$ cat src/rtl/fetch_pc_unit.sv
// Instruction-fetch stage: owns the PC, issues one imem request at a time, holds the fetched word for decode.
// Optional define FETCH_MISALIGN_TRAP_EN: halt with a sticky flag on a next PC with bit[1] set.
module fetch_pc_unit #(
    parameter int unsigned     XLEN     = 32,
    parameter logic [XLEN-1:0] RESET_PC = '0
) (
    input  logic            clk,
    input  logic            rst,
    output logic            imem_req_valid,
    input  logic            imem_req_ready,
    output logic [XLEN-1:0] imem_addr,
    input  logic            imem_rsp_valid,
    input  logic [31:0]     imem_rsp_data,
    output logic            instr_valid,
    input  logic            instr_ready,
    output logic [31:0]     instr,
    output logic [XLEN-1:0] instr_pc,
    output logic [XLEN-1:0] instr_pc_plus4,
    input  logic [1:0]      PCSrc,
    input  logic [XLEN-1:0] imm_ext,
    input  logic [XLEN-1:0] alu_result,
    output logic            misaligned
);

    localparam logic [31:0] NOP = 32'h0000_0013;

    typedef enum logic [2:0] {
        S_IDLE,
        S_REQ,
        S_WAIT,
        S_HOLD,
        S_HALT
    } state_t;

    state_t          state_q, state_d;
    logic [XLEN-1:0] pc_q, pc_d;
    logic [31:0]     instr_q, instr_d;
    logic            drop_q, drop_d;
    logic [XLEN-1:0] pc_plus4;
    logic [XLEN-1:0] npc_raw;
    logic [XLEN-1:0] npc;

`ifdef FETCH_MISALIGN_TRAP_EN
    logic            mis_q, mis_d;
`endif

    assign pc_plus4 = pc_q + XLEN'(4);

    always_comb begin
        npc_raw = pc_plus4;
        case (PCSrc)
            2'b01:   npc_raw = pc_q + imm_ext;
            2'b10:   npc_raw = alu_result & ~XLEN'(1);
            default: npc_raw = pc_plus4;
        endcase
`ifdef FETCH_MISALIGN_TRAP_EN
        npc = npc_raw;
`else
        npc = npc_raw & ~XLEN'(3);
`endif
    end

    always_comb begin
        state_d = state_q;
        pc_d    = pc_q;
        instr_d = instr_q;
        drop_d  = drop_q;
`ifdef FETCH_MISALIGN_TRAP_EN
        mis_d   = mis_q;
`endif
        case (state_q)
            S_IDLE: state_d = S_REQ;
            S_REQ: begin
                if (!drop_q && imem_req_ready) begin
                    state_d = S_WAIT;
                end
            end
            S_WAIT: begin
                if (imem_rsp_valid && !drop_q) begin
                    instr_d = imem_rsp_data;
                    state_d = S_HOLD;
                end
            end
            S_HOLD: begin
                if (instr_ready) begin
                    pc_d    = npc;
                    state_d = S_REQ;
`ifdef FETCH_MISALIGN_TRAP_EN
                    if (npc[1]) begin
                        mis_d   = 1'b1;
                        state_d = S_HALT;
                    end
`endif
                end
            end
            default: state_d = state_q;
        endcase
        // A stale response may land in any state once the drop flag is armed.
        if (drop_q && imem_rsp_valid) begin
            drop_d = 1'b0;
        end
    end

    always_ff @(posedge clk) begin
        if (rst) begin
            state_q <= S_IDLE;
            pc_q    <= RESET_PC;
            instr_q <= NOP;
            drop_q  <= (state_q == S_WAIT);
`ifdef FETCH_MISALIGN_TRAP_EN
            mis_q   <= 1'b0;
`endif
        end else begin
            state_q <= state_d;
            pc_q    <= pc_d;
            instr_q <= instr_d;
            drop_q  <= drop_d;
`ifdef FETCH_MISALIGN_TRAP_EN
            mis_q   <= mis_d;
`endif
        end
    end

    assign imem_req_valid = (state_q == S_REQ) && !drop_q;
    assign imem_addr      = pc_q;
    assign instr_valid    = (state_q == S_HOLD);
    assign instr          = instr_q;
    assign instr_pc       = pc_q;
    assign instr_pc_plus4 = pc_plus4;
`ifdef FETCH_MISALIGN_TRAP_EN
    assign misaligned     = mis_q;
`else
    assign misaligned     = 1'b0;
`endif

endmodule

$ cat config.mk
export PLATFORM = sky130hd
export DESIGN_NAME = fetch_pc_unit
export DESIGN_NICKNAME = d
export VERILOG_FILES = /design/src/rtl/fetch_pc_unit.sv
export SDC_FILE = /design/constraint.sdc
export NUM_CORES = 1
export LEC_CHECK = 0
export ABC_AREA = 1
export CORE_MARGIN = 2
export CORE_UTILIZATION = 46
export DETAILED_ROUTE_END_ITERATION = 6
export PLACE_DENSITY = 0.82
export SETUP_SLACK_MARGIN = 0.05
export SYNTH_ARGS = -nofsm -noshare
export SYNTH_HDL_FRONTEND = slang
export SYNTH_SLANG_ARGS = --single-unit
$ cat constraint.sdc
create_clock -name clk -period 2.5 [get_ports clk]
set_input_delay 0.25 -clock clk [delete_from_list [all_inputs] [get_ports clk]]
set_output_delay 0.25 -clock clk [all_outputs]
set_load 0.03 [all_outputs]
# Word level (Yosys, flattened, before mapping)
# Index checks and enable logic that the tools add are counted.
word_totals:
  rom_bits: 0
  latchBits: 0
  inputBits: 103
  mem_count: 0
  mem_bits_rw: 0
  register_bits: 66
  wordCells: 32
classes:
  n_bitwise: 0
  reduce_logical: 11
  add_sub_neg: 2
  order_cmp: 0
  n_mul: 0
  eq_ne: 8
  div: 0
  mux: 7
  shifts: 0
ops:
  columns: ["cell", "count"]
  rows:
  - ["32-bit one-hot mux with 2 select lines", 1]
  - ["32-bit by 3-bit adder with 32-bit output (second input constant)", 1]
  - ["32-bit adder", 1]
  - ["3-bit one-hot mux with 4 select lines", 1]
  - ["3-bit two-way mux", 3]
  - ["3-bit by 2-bit equality test with 1-bit output (second input constant)", 2]
  - ["1-bit logical AND", 4]
  - ["2-bit != test (second input constant)", 2]
  - ["2-bit AND reduction", 2]
  - ["4-bit AND reduction", 1]
  - ["4-bit nonzero test", 1]
  - ["3-bit by 1-bit equality test with 1-bit output (second input constant)", 1]
  - ["3-bit zero test", 1]
  - ["2-bit by 1-bit equality test with 1-bit output (second input constant)", 1]
  - ["2-bit equality test (second input constant)", 1]
  - ["1-bit two-way mux", 2]
  - ["2-bit by 1-bit != test with 1-bit output (second input constant)", 1]
  - ["2-bit nonzero test", 1]
  - ["1-bit zero test", 1]

# Depth between registers and ports, before layout
# Gate-level depths: netlist (run 1).
logic_depth:
  word_depth: 4
  ltp_mapped: 15
  ltp_nobuf: 15

# Worst setup path before layout (run 1)
# Ideal clock, no wire load.
synth_timing:
  path_kind: "register -> register"
  from: "reg pc_q[2] (netlist: imem_addr[2])"
  to: "reg pc_q[18] (netlist: imem_addr[18])"
  path_buffers: 0
  t_arrival_ps: 2255
  path_stages_with_launch: 11
  path_slack_ps: 175
  cell_sequence: "dfxtp_1 ha_1 nand2_2 nor2_2 nand2_1 nor2_1 xor2_1 o21ai_0 inv_1 nand2_1 a21oi_1"
synth_via:
  elab_chain_len: 2
synth_rtl:
  columns: ["item", "line_no", "text"]
  rows:
  - ["start: declaration", "36", "logic [XLEN-1:0] pc_q, pc_d;"]
  - ["start signal: assignment", "115", "pc_q <= pc_d;"]
  - ["32-bit by 3-bit adder with 32-bit output", "47", "assign pc_plus4 = pc_q + XLEN'(4);"]
  - ["via instr_pc_plus4[18]", "18", "output logic [XLEN-1:0] instr_pc_plus4,"]
  - ["32-bit one-hot mux with 2 select lines", "51", "case (PCSrc)"]
# The timed path passes the listed nets, and every way through them passes these cells.
# A chain may end at the register's enable or synchronous reset.

# Worst setup path in the final report (run 1)
layout_timing:
  from: "reg pc_q[11] (netlist: imem_addr[11])"
  to: "out instr_pc_plus4[28]"
layout_via:
  elab_chain_len: 1
layout_rtl:
  columns: ["item", "line_no"]
  rows:
  - ["32-bit by 3-bit adder with 32-bit output", "47"]
  - ["end: declaration", "18"]
# Every way passes these cells.

==> flow_metrics.py, run 1 <==
metrics = {
    "status": {
        "status": "completed",
    },
    "grt": {
        "grt_max_degree": 59,
        "grt-ovfl-total": 0,
        "track_usage_pct": 30.9,
        "antenna_found_initial": 0,
        "grt_pass1_vias": 7226,
        "grt_pass1_wl_mm": 35.6,
    },
    "clocking": {
        "clock_path_buffers": 2,
        "cts_tree": "done",
        "numCtsBuffers": 9,
        "htree_levels": 3,
        "clock_sinks": 65,
        "insertion_delay_ns": 0.34,
        "cts_root_buf": "clkbuf_16",
        "cts_hold_buf": 0,
        "clkTransAtPathRegs_ns": 0.06,
    },
    "critical_path": {
        "worstPathArrival_ns": 2.07,
        "path_max_fanout": 4,
        "cp-end-kind": "output port",
        "crit_chain": "nand2_1, nor2_1, inv_1, nor2_1, nand2_1, nor2_1, nand2_1, nand2_1, dlygate4sd2_1",
        "criticalPathCategory": "reg2out",
        "cp_common_cell": "nand2_1",
        "start_kind": "register",
        "slowest_stage": "dfxtp_1",
        "max_stage_delay_ns": 0.41,
        "cp_data_required_time_ns": 2.25,
    },
    "logic_synthesis": {
        "synth_xor_area_share_pct": 2.36,
        "yosysWarnings": 0,
        "synth_flop_cell": "dfxtp_1",
        "seq_area_frac_synth_pct": 20.8,
        "syn-instance-count": 1106,
        "muxShareOfSynthArea_pct": 0,
        "synthArstFlopShare_pct": 0,
        "synth-compound-area-share_pct": 13.9,
        "synth_cell_types": 42,
        "ys_ff_latch": 65,
        "synth-edff-count": 1,
        "synth.avg_cell_area_sq_um": 5.71,
        "synth_top_family_by_area": "simple AND/OR/NAND/NOR gates",
        "netlist_area_sq_um": 6320,
        "yosys.area_share.adder_pct": 7.45,
        "synth-simple-area-share_pct": 39.1,
    },
    "floorplan": {
        "core-area_sq_um": 13300,
        "die_area_sq_um": 14700,
        "rows": 42,
        "fp.dieH_um": 121,
        "start_util_pct": 47.3,
        "die-width_um": 121,
        "ios": 234,
    },
    "power_and_ir_drop": {
        "power_frac_comb_pct": 41.2,
        "p_clk_share_pct": 29.6,
        "p_int_mw": 2.52,
        "p_seq_share_pct": 29.3,
        "ir_drop_v": 0.000527,
        "powerDensity_nw_per_um2": 450,
        "p_sw_share_pct": 38.5,
        "switchingPower_mw": 1.58,
        "p_leak_nw": 4.42,
    },
    "drt": {
        "wl_per_cell_um": 15.2,
        "vias_per_cell": 5.20,
        "first_pass_iters": 5,
        "dr_total_vias": 7876,
        "drcViolationCount": 0,
        "routed_wl_mm": 23.1,
        "ant_nets": 0,
        "first_iter_violations": 684,
    },
    "timing": {
        "setup_tns_ns": 0,
        "skew_ns": 0.00558,
        "hold_viol": 0,
        "worst_pin_slew_ns": 0.658,
        "setup_viol": 0,
        "fmax_mhz": 432,
        "fin_crit_sh_pct": 92.7,
        "timing.hold.ws_ns": 0.255,
        "period_minus_slack_ns": 2.32,
        "drv_slew": 0,
        "rsz0062_at_grt": "false",
        "max_slew_margin_pct": 56.2,
        "finalWorstSetupSlack_ns": 0.183,
    },
    "final_layout": {
        "final_cell_mix": "nand2_1, clkdlybuf4s50_1, inv_1",
        "stdcell_area_sq_um": 9100,
        "drive_gt1_share_pct": 8.74,
        "finalNetCount": 1474,
        "fill_cells": 1227,
        "antenna_cells": 0,
        "layout_commonest_cell": "nand2_1",
        "syn2layout_area_growth_pct": 44.1,
    },
    "placement": {
        "placed_area_sq_um": 8800,
        "place_ws_ns": -0.0281,
        "portBuffers": 222,
        "globalplace.congestion": 1.03,
        "hpwl_mm": 18.5,
    },
    "worst_hold_path": {
        "hp-class": "in2reg",
    },
    "run": {
        "drv_cap": 0,
    },
}
-- layout make-up --
cell class	count	area, sq um	share of cell area, %
clock buffers	10	239	2.63
clock inverters	6	48.8	0.536
inverters	161	604	6.64
multi-input cells	820	4040	44.3
flip-flops and latches	65	1310	14.4
well taps	176	220	2.42
repair buffers	277	2640	29.0
-- Yosys cell counts (3+ instances only) --
| cell | count | area, sq um |
|---|---|---|
| inv_2 | 3 | 11.3 |
| buf_4 | 37 | 278 |
| or2_1 | 3 | 18.8 |
| a221oi_1 | 3 | 26.3 |
| dfxtp_1 | 64 | 1280 |
| or2_2 | 3 | 18.8 |
| clkbuf_8 | 3 | 41.3 |
| xor2_1 | 15 | 131 |
| nor3_1 | 13 | 65.1 |
| inv_1 | 158 | 593 |
| nand2_1 | 411 | 1540 |
| o211ai_1 | 5 | 37.5 |
| nand3_1 | 64 | 320 |
| nor2_2 | 3 | 18.8 |
| nor2_1 | 62 | 233 |
| ha_1 | 36 | 450 |
| o21ai_0 | 37 | 185 |
| a21oi_1 | 114 | 571 |
| nand2_2 | 5 | 31.3 |
| nand4_1 | 12 | 75.1 |
| clkbuf_1 | 22 | 82.6 |
| nand3b_1 | 5 | 37.5 |
| o21bai_1 | 3 | 22.5 |
-- what timing repair did --
action | CTS | global route
gates resized for setup | 16 | 29
hold endpoints to repair | 0 | 0
setup endpoints to repair | 16 | 26
pin swaps | 0 | 1
setup buffers | 0 | 1
-- power groups by stage --
stage	Combinational [mW]	Clock, mW	Sequential, mW
after global routing	1.82	1.26	1.21
after CTS	1.67	1.22	1.20
after global placement	1.65	0	1.21
after floorplan	0.842	0	1.36
after detailed placement	1.67	0	1.22
final	1.69	1.21	1.20
-- stage by stage --
step | std cells | total power [mW] | util, %
floorplan | 1112 | 2.20 | -
global placement | 1498 | 2.86 | 65.9
detailed placement | 1498 | 2.88 | 65.9
CTS | 1514 | 4.08 | 67.9
global route | 1515 | 4.29 | 68.2
finish | 1515 | 4.09 | 68.2
-- worst max-delay path: cells and delay by family (launching register included) --
family | cells | cell delay [ns]
and+or+nand+nor | 7 | 0.86
DFF | 1 | 0.41
buffers and inverters | 2 | 0.46
-- logic make-up (layout without fill, tap and decap cells) --
family | count (synthesis) | in the layout
XOR/XNOR | 17 | 17
AND/OR/NAND/NOR | 592 | 592
adder cells (fa/ha/maj) | 37 | 37
AO/OA/AOI/OAI | 167 | 167
buffers and inverters | 227 | 454
flip-flops | 65 | 65
other | 1 | 7
-- state kept, by name, summed over array words and instances (netlist names) --
| register | count |
|---|---|
| state_q | 2 |
| imem_addr | 30 |
| instr | 32 |
| drop_q | 1 |
-- worst paths after layout --
path                             end  slack, ns           from  cells past startpoint
setup / recovery  instr_pc_plus4[28]       0.18  imem_addr[11]                      9
hold / removal              instr[4]       0.25            rst                      3
setup reg to reg       imem_addr[23]       0.23   imem_addr[4]                     15
hold reg to reg            instr[17]       0.46      instr[17]                      2
-- routing by layer --
layer	wire length, um	global-route usage, %
met1	9350	38.6
met2	10600	51.5
met3	2410	7.33
met4	704	12.0
met5	0	0
No activity file was read; power rests on OpenSTA's default activity.
==> inputs of run 2 (changes only) <==
--- a/config.mk
+++ b/config.mk
@@ -5,9 +5,10 @@
 export SDC_FILE = /design/constraint.sdc
 export NUM_CORES = 1
 export LEC_CHECK = 0
-export ABC_AREA = 1
+export ABC_AREA = 0
 export CORE_MARGIN = 2
-export CORE_UTILIZATION = 46
+export CORE_UTILIZATION = 44
+export CTS_CLUSTER_DIAMETER = 100
 export DETAILED_ROUTE_END_ITERATION = 6
 export PLACE_DENSITY = 0.82
 export SETUP_SLACK_MARGIN = 0.05
==> run 2 against run 1 <==
The flow now finishes with violations (negative setup slack). Final cell count is 22% lower. Core utilization is 9.7 points higher. Critical path depth is 1 lower. Global-route usage is 0.86 points lower. Via count is 11% lower. Final area is 3.7% higher. Setup slack worse by 0.29 ns. Non-clock buffer count is 73 higher. Clock-buffer cell count is 1 higher. Largest cell class unchanged. Highest routed layer unchanged.
==> flow_metrics.py, run 2 <==
metrics = {
    "critical_path": {
        "cp_data_required_time_ns": 2.25,
        "setup.worst_path.end": "instr_pc_plus4[28]",
        "worst_r2r_endpoint": "imem_addr[30]",
        "start_kind": "register",
        "critPathLaunch": "imem_addr[3]",
        "reg2reg_from": "imem_addr[2]",
        "criticalPathCategory": "reg2out",
        "r2r_setup_slack_ns": -0.07,
        "r2r_cells": 11,
        "path_max_fanout": 5,
        "worstPathArrival_ns": 2.36,
        "cp-end-kind": "output port",
    },
    "floorplan": {
        "ios": 234,
        "start_util_pct": 45.4,
        "fp.dieH_um": 116,
        "die_area_sq_um": 13400,
        "die-width_um": 116,
        "core-area_sq_um": 12100,
        "rows": 40,
    },
    "logic_synthesis": {
        "synth-edff-count": 1,
        "syn-instance-count": 723,
        "yosys.area.top_type": "dfxtp_1",
        "synthTopCellsByCount": "nand2_1, a21oi_1, dfxtp_1, buf_4, ha_1",
        "netlist_area_sq_um": 5500,
        "seq_area_frac_synth_pct": 23.9,
        "synth_top_area_share_pct": 23.3,
        "synthArstFlopShare_pct": 0,
        "yosysWarnings": 0,
        "ys_ff_latch": 65,
        "synth.avg_cell_area_sq_um": 7.60,
        "yosysMostFrequentCell": "nand2_1",
        "synth_area_leaders": "dfxtp_1, ha_1, nand2_1",
        "synth_flop_cell": "dfxtp_1",
        "synth_cell_types": 75,
    },
    "clocking": {
        "insertion_delay_ns": 0.34,
        "htree_levels": 3,
        "clock_path_buffers": 2,
        "clkTransAtPathRegs_ns": 0.06,
        "clock_sinks": 65,
        "cts_root_buf": "clkbuf_16",
        "numCtsBuffers": 9,
        "cts_tree": "done",
        "cts_hold_buf": 0,
    },
    "drt": {
        "wl_per_cell_um": 19.9,
        "routed_wl_mm": 23.7,
        "dr_total_vias": 7038,
        "vias_per_cell": 5.92,
        "drcViolationCount": 0,
        "first_iter_violations": 777,
        "ant_nets": 0,
        "first_pass_iters": 6,
    },
    "final_layout": {
        "finalNetCount": 1156,
        "syn2layout_area_growth_pct": 71.8,
        "largest_reg_flops": 32,
        "drive_gt1_share_pct": 26.8,
        "antenna_cells": 0,
        "final_cell_mix": "clkdlybuf4s50_1, buf_4, nand2_1",
        "fill_cells": 764,
        "regArea_sq_um": 1350,
        "layout_commonest_cell": "clkdlybuf4s50_1",
        "multi_input_area_sq_um": 4270,
    },
    "worst_hold_path": {
        "hp-class": "in2reg",
        "hp-start": "rst",
    },
    "timing": {
        "timing.hold.ws_ns": 0.339,
        "fin_crit_sh_pct": 104,
        "finalWorstSetupSlack_ns": -0.109,
        "fmax_mhz": 383,
        "period_minus_slack_ns": 2.61,
        "worst_pin_slew_ns": 0.637,
        "skew_ns": 0.00982,
        "max_slew_margin_pct": 57.1,
        "rsz0062_at_grt": "true",
        "drv_slew": 0,
        "hold_viol": 0,
        "setup_viol": 7,
    },
    "placement": {
        "hpwl_mm": 15.4,
        "globalplace.congestion": 0.949,
        "portBuffers": 222,
    },
    "power_and_ir_drop": {
        "ir_drop_v": 0.000325,
        "power.total_mw": 4.22,
        "powerDensity_nw_per_um2": 447,
        "p_leak_nw": 4.04,
    },
    "grt": {
        "grt_pass1_vias": 6377,
        "grt-ovfl-total": 0,
        "grt_max_degree": 33,
        "track_usage_pct": 30.1,
        "antenna_found_initial": 0,
        "grt_pass1_wl_mm": 31.8,
    },
    "status": {
        "violations": "negative setup slack",
        "status": "finished, violations left",
    },
    "run": {
        "drv_cap": 0,
    },
}
-- run 2: kinds of logic (layout without fill, tap and decap cells) --
logic type | Yosys count | count (layout) | share of synthesized area [%]
and+or+nand+nor | 249 | 249 | 22.5
AOI/OAI and AO/OA | 222 | 222 | 27.2
buffers and inverters | 96 | 388 | 9.18
DFF | 65 | 65 | 23.9
xor gates and xnor gates | 50 | 50 | 8.11
adders and majority gates | 37 | 37 | 8.56
muxes | 3 | 3 | 0.546
other | 1 | 7 | 0.0682
-- run 2: worst min-delay path by stage --
stage | endpoint | cells past startpoint | slack, ns
2_1_floorplan | instr[0] | 2 | 0.37
3_3_place_gp | instr[21] | 2 | 0.44
3_5_place_dp | instr[27] | 2 | 0.45
4_1_cts | imem_addr[29] | 4 | 0.31
5_1_grt | imem_addr[29] | 4 | 0.36
6_report | imem_addr[29] | 4 | 0.34
-- run 2: layout make-up --
class                      instances  area share [%]
sequential                        65            14.3
inverter                          22           0.875
tap                              168            2.23
multi-input combinational        568            45.3
clock buffer                      11            2.69
timing repair buffer             350            34.0
clock inverter                     5           0.636
-- run 2: what timing repair did --
item / CTS / global route
buffers inserted: 6 / 18
gates resized for setup: 55 / 78
pin swaps: 20 / 35
endpoints found under the setup margin: 41 / 36
-- run 2: layer usage --
metal	global-route usage [%]	share of wire, %	vias up
met3	6.01	10	122
met1	35.8	36	3272
met4	15.6	4.7	0
met2	51.3	50	491
li1	-	-	3153
met5	0	0	-
-- run 2: per-stage QoR --
step	worst slack [ns]	cell area [sq um]	instances	setup TNS (ns)	util, %
finish	-0.109	9440	1189	-0.408	77.9
global route	-0.170	9440	1189	-1.21	77.9
CTS	-0.0827	8960	1172	-0.275	74.0
detailed placement	-0.503	8380	1150	-6.50	69.2
global placement	-0.473	8380	1150	-5.80	69.2
floorplan	-0.0343	5590	729	-0.0343	-
-- run 2: critical path, cell delays in order, from the launching register on --
cell	delay (ns)
dfxtp_4	0.38
buf_6	0.12
ha_4	0.14
nand3_4	0.10
or3_4	0.41
buf_4	0.17
nor4_4	0.33
xor2_2	0.22
buf_12	0.15
-- run 2: where the power goes --
part / total [mW] / leakage (nW) / switching [mW] / internal, mW
registers: 1.19 / 0.537 / 0.0730 / 1.12
clock network: 1.36 / 0.156 / 0.520 / 0.838
logic: 1.67 / 3.34 / 0.921 / 0.749
==> edit: new RTL, settings of run 2 <==
Build with the macro `FETCH_MISALIGN_TRAP_EN` defined.
--- a/src/rtl/fetch_pc_unit.sv
+++ b/src/rtl/fetch_pc_unit.sv
@@ -1,5 +1,7 @@
 // Instruction-fetch stage: owns the PC, issues one imem request at a time, holds the fetched word for decode.
 // Optional define FETCH_MISALIGN_TRAP_EN: halt with a sticky flag on a next PC with bit[1] set.
+`define FETCH_MISALIGN_TRAP_EN
+
 module fetch_pc_unit #(
     parameter int unsigned     XLEN     = 32,
     parameter logic [XLEN-1:0] RESET_PC = '0
Check against the original RTL: not equivalent (Yosys sat finds a counterexample within 10 cycles, from zero or initial values and one cycle with rst high).
==> edit against run 2 <==
- the flow still finishes with violations (negative setup slack)
- sequential cell count rose by 4
- total power fell by 14%
- design area rose by 1.5%
- register-to-register slack got worse by 0.07 ns
- core utilization fell by 2.0 points
- first-iteration DRC count rose by 0.51%
- routed wire length rose by 1.4%
- area after synthesis rose by 3.7%
- setup slack got worse by 0.031 ns
- clock power rose by 10%
- clock skew rose by 0.0034 ns
- count of clock-buffer cells in the layout fell by 1
- hold slack got worse by 0.033 ns
==> edit: results (changes against run 2) <==
- Failing checks: negative setup slack (unchanged)
- Area occupied by multi-input gates: 4170 um2 (was 4270 um2)
- Dpl hpwl: 17,600 um (was 15,400 um)
- Compound-cell area share of the yosys netlist: 0.263 (was 0.272)
- Final setup fails: 9 (was 7)
- Worst slew pin tran: 0.603 ns (was 0.637 ns)
- Register area share after synthesis: 0.244 (was 0.239)
- CTS sink count: 69 (was 65)
- VDD IR-drop max: 0.317 mV (was 0.325 mV)
- Placed cell area: 8790 um2 (was 8380 um2)
- GRT Overall Usage: 0.321 (was 0.301)
- Share of cells above drive strength 1: 0.242 (was 0.268)
- Bufs w/o clock: 367 (was 350)
- IO Port Bufs: 232 (was 222)
- Chip width: 118 um (was 116 um)
- Inverters: 12 (was 22)
- Placed insts: 1,210 (was 1,150)
- Fin worst setup slack: -0.140 ns (was -0.109 ns)
- Worst Setup EP: imem_addr[24] (was instr_pc_plus4[28])
- Syn Nets: 896
- DRT iter0 DRCs: 781 (was 777)
- Pwr Total: 3.64 mW (was 4.22 mW)
- Synth Instances: 758 (was 723)
- Reg2Reg Depth: 10 (was 11)
- CTS clock-pin slew for the worst setup and hold paths: 0.07 ns
- Setup TNS: -0.760 ns (was -0.408 ns)
- Total Routed Length: 24,000 um (was 23,700 um)
- DRC viols: 0 (unchanged)
- Comb pwr share: 0.270 (was 0.396)
- Final GP Congestion: 0.965 (was 0.949)
- Mux cell area share after synthesis: 0.00703 (was 0.00546)
- Status: complete, but fails checks (unchanged)
- Multi-input gate count: 600 (was 568)
- Reg2Reg Launch Point: imem_addr[0] (was imem_addr[2])
- Largest net degree at the start of global routing: 52 (was 33)
- CTS H-tree lvls: 3 (unchanged)
- Signal buf overhead: 0.352 (was 0.340)
- Filler cells: 918 (was 764)
- Commonest cells in the netlist: nand2_1, a21oi_1, dfxtp_1, nor2_1, xnor2_1 (was nand2_1, a21oi_1, dfxtp_1, buf_4, ha_1)
- Clkbuf count: 10 (was 11)
- Dominant cells by area after synthesis: dfxtp_1, nand2_1, ha_1 (was dfxtp_1, ha_1, nand2_1)
- Register Area: 1430 um2 (was 1350 um2)
- Post-Synth Adder-Cell Area: 0.0782 (was 0.0856)
- Place WS: -0.446 ns (was -0.503 ns)
- Maximum clock path buffer count: 2 (unchanged)
- Final setup skew: 0.0133 ns (was 0.00982 ns)
- Cts hold-fix bufs: 0 (unchanged)
- WP data arrival: 2.86 ns (was 2.36 ns)
- Vias in the first global route: 6,968 (was 6,377)
- CP max FO: 4 (was 5)
- Wire per inst: 19.4 um (was 19.9 um)
- Leakage: 4.06 nW (was 4.04 nW)
- Vias per cell: 5.87 (was 5.92)
- Int Pwr: 2.57 mW (was 2.70 mW)
- Synth Area in XOR/XNOR: 0.0830 (was 0.0811)
- Clock network power: 1.50 mW (was 1.36 mW)
- First-pass GRT wire length: 35,800 um (was 31,800 um)
- Clk root buf: clkbuf_16 (unchanged)
- Post-synthesis cell type count: 77 (was 75)
- Clock network share of area: 0.0357 (was 0.0333)
[edit: cell count changes in the layout (fill, tap and decap cells not counted), moves of 7 or more]
cell	run 2	this run
nand2_1	114	131
clkdlybuf4s50_1	188	204
and3_1	4	12
xnor2_1	22	31
a21oi_1	61	78
nand3_1	16	24
conb_1	7	0
inv_1	20	11
[edit: per-stage QoR]
step / hold slack [ns] / utilization
2_1_floorplan: 0.374 / -
6_report: 0.306 / 0.759
3_5_place_dp: 0.439 / 0.697
3_3_place_gp: 0.433 / 0.697
4_1_cts: 0.287 / 0.734
5_1_grt: 0.311 / 0.759
[edit: worst min-delay path by stage]
stage                     start          to  slack, ns  depth (start not counted)
4_1_cts                     rst   instr[21]       0.29                          2
3_3_place_gp         misaligned  misaligned       0.43                          2
2_1_floorplan  imem_rsp_data[0]    instr[0]       0.37                          2
3_5_place_dp         misaligned  misaligned       0.44                          2
5_1_grt                     rst   instr[21]       0.31                          2
6_report                    rst   instr[21]       0.31                          2
[edit: per-layer routing]
layer / wire [um] / track usage / vias to the layer above / part of all wire
met5: 0 / 0 / - / 0
met4: 718 / 0.127 / 0 / 0.030
met3: 2650 / 0.0620 / 75 / 0.11
met2: 11400 / 0.543 / 478 / 0.47
met1: 9250 / 0.402 / 3381 / 0.39
li1: - / - / 3317 / -
[edit: critical path, cell delays in order (launching register included)]
cell      delay [ns]
dfxtp_4         0.35
ha_4            0.16
fa_2            0.35
a21o_1          0.19
a221oi_2        0.32
a211o_1         0.30
a2111o_1        0.24
nand3_2         0.12
a31oi_4         0.19
mux2i_1         0.22
o21ai_1         0.08
[edit: what timing repair did]
action / CTS / global route
hold endpoints to repair: 0 / 0
setup endpoints to repair: 39 / 30
gates resized for setup: 45 / 60
pin swaps: 29 / 29
cloned: 0 / 0
setup buffers: 3 / 7
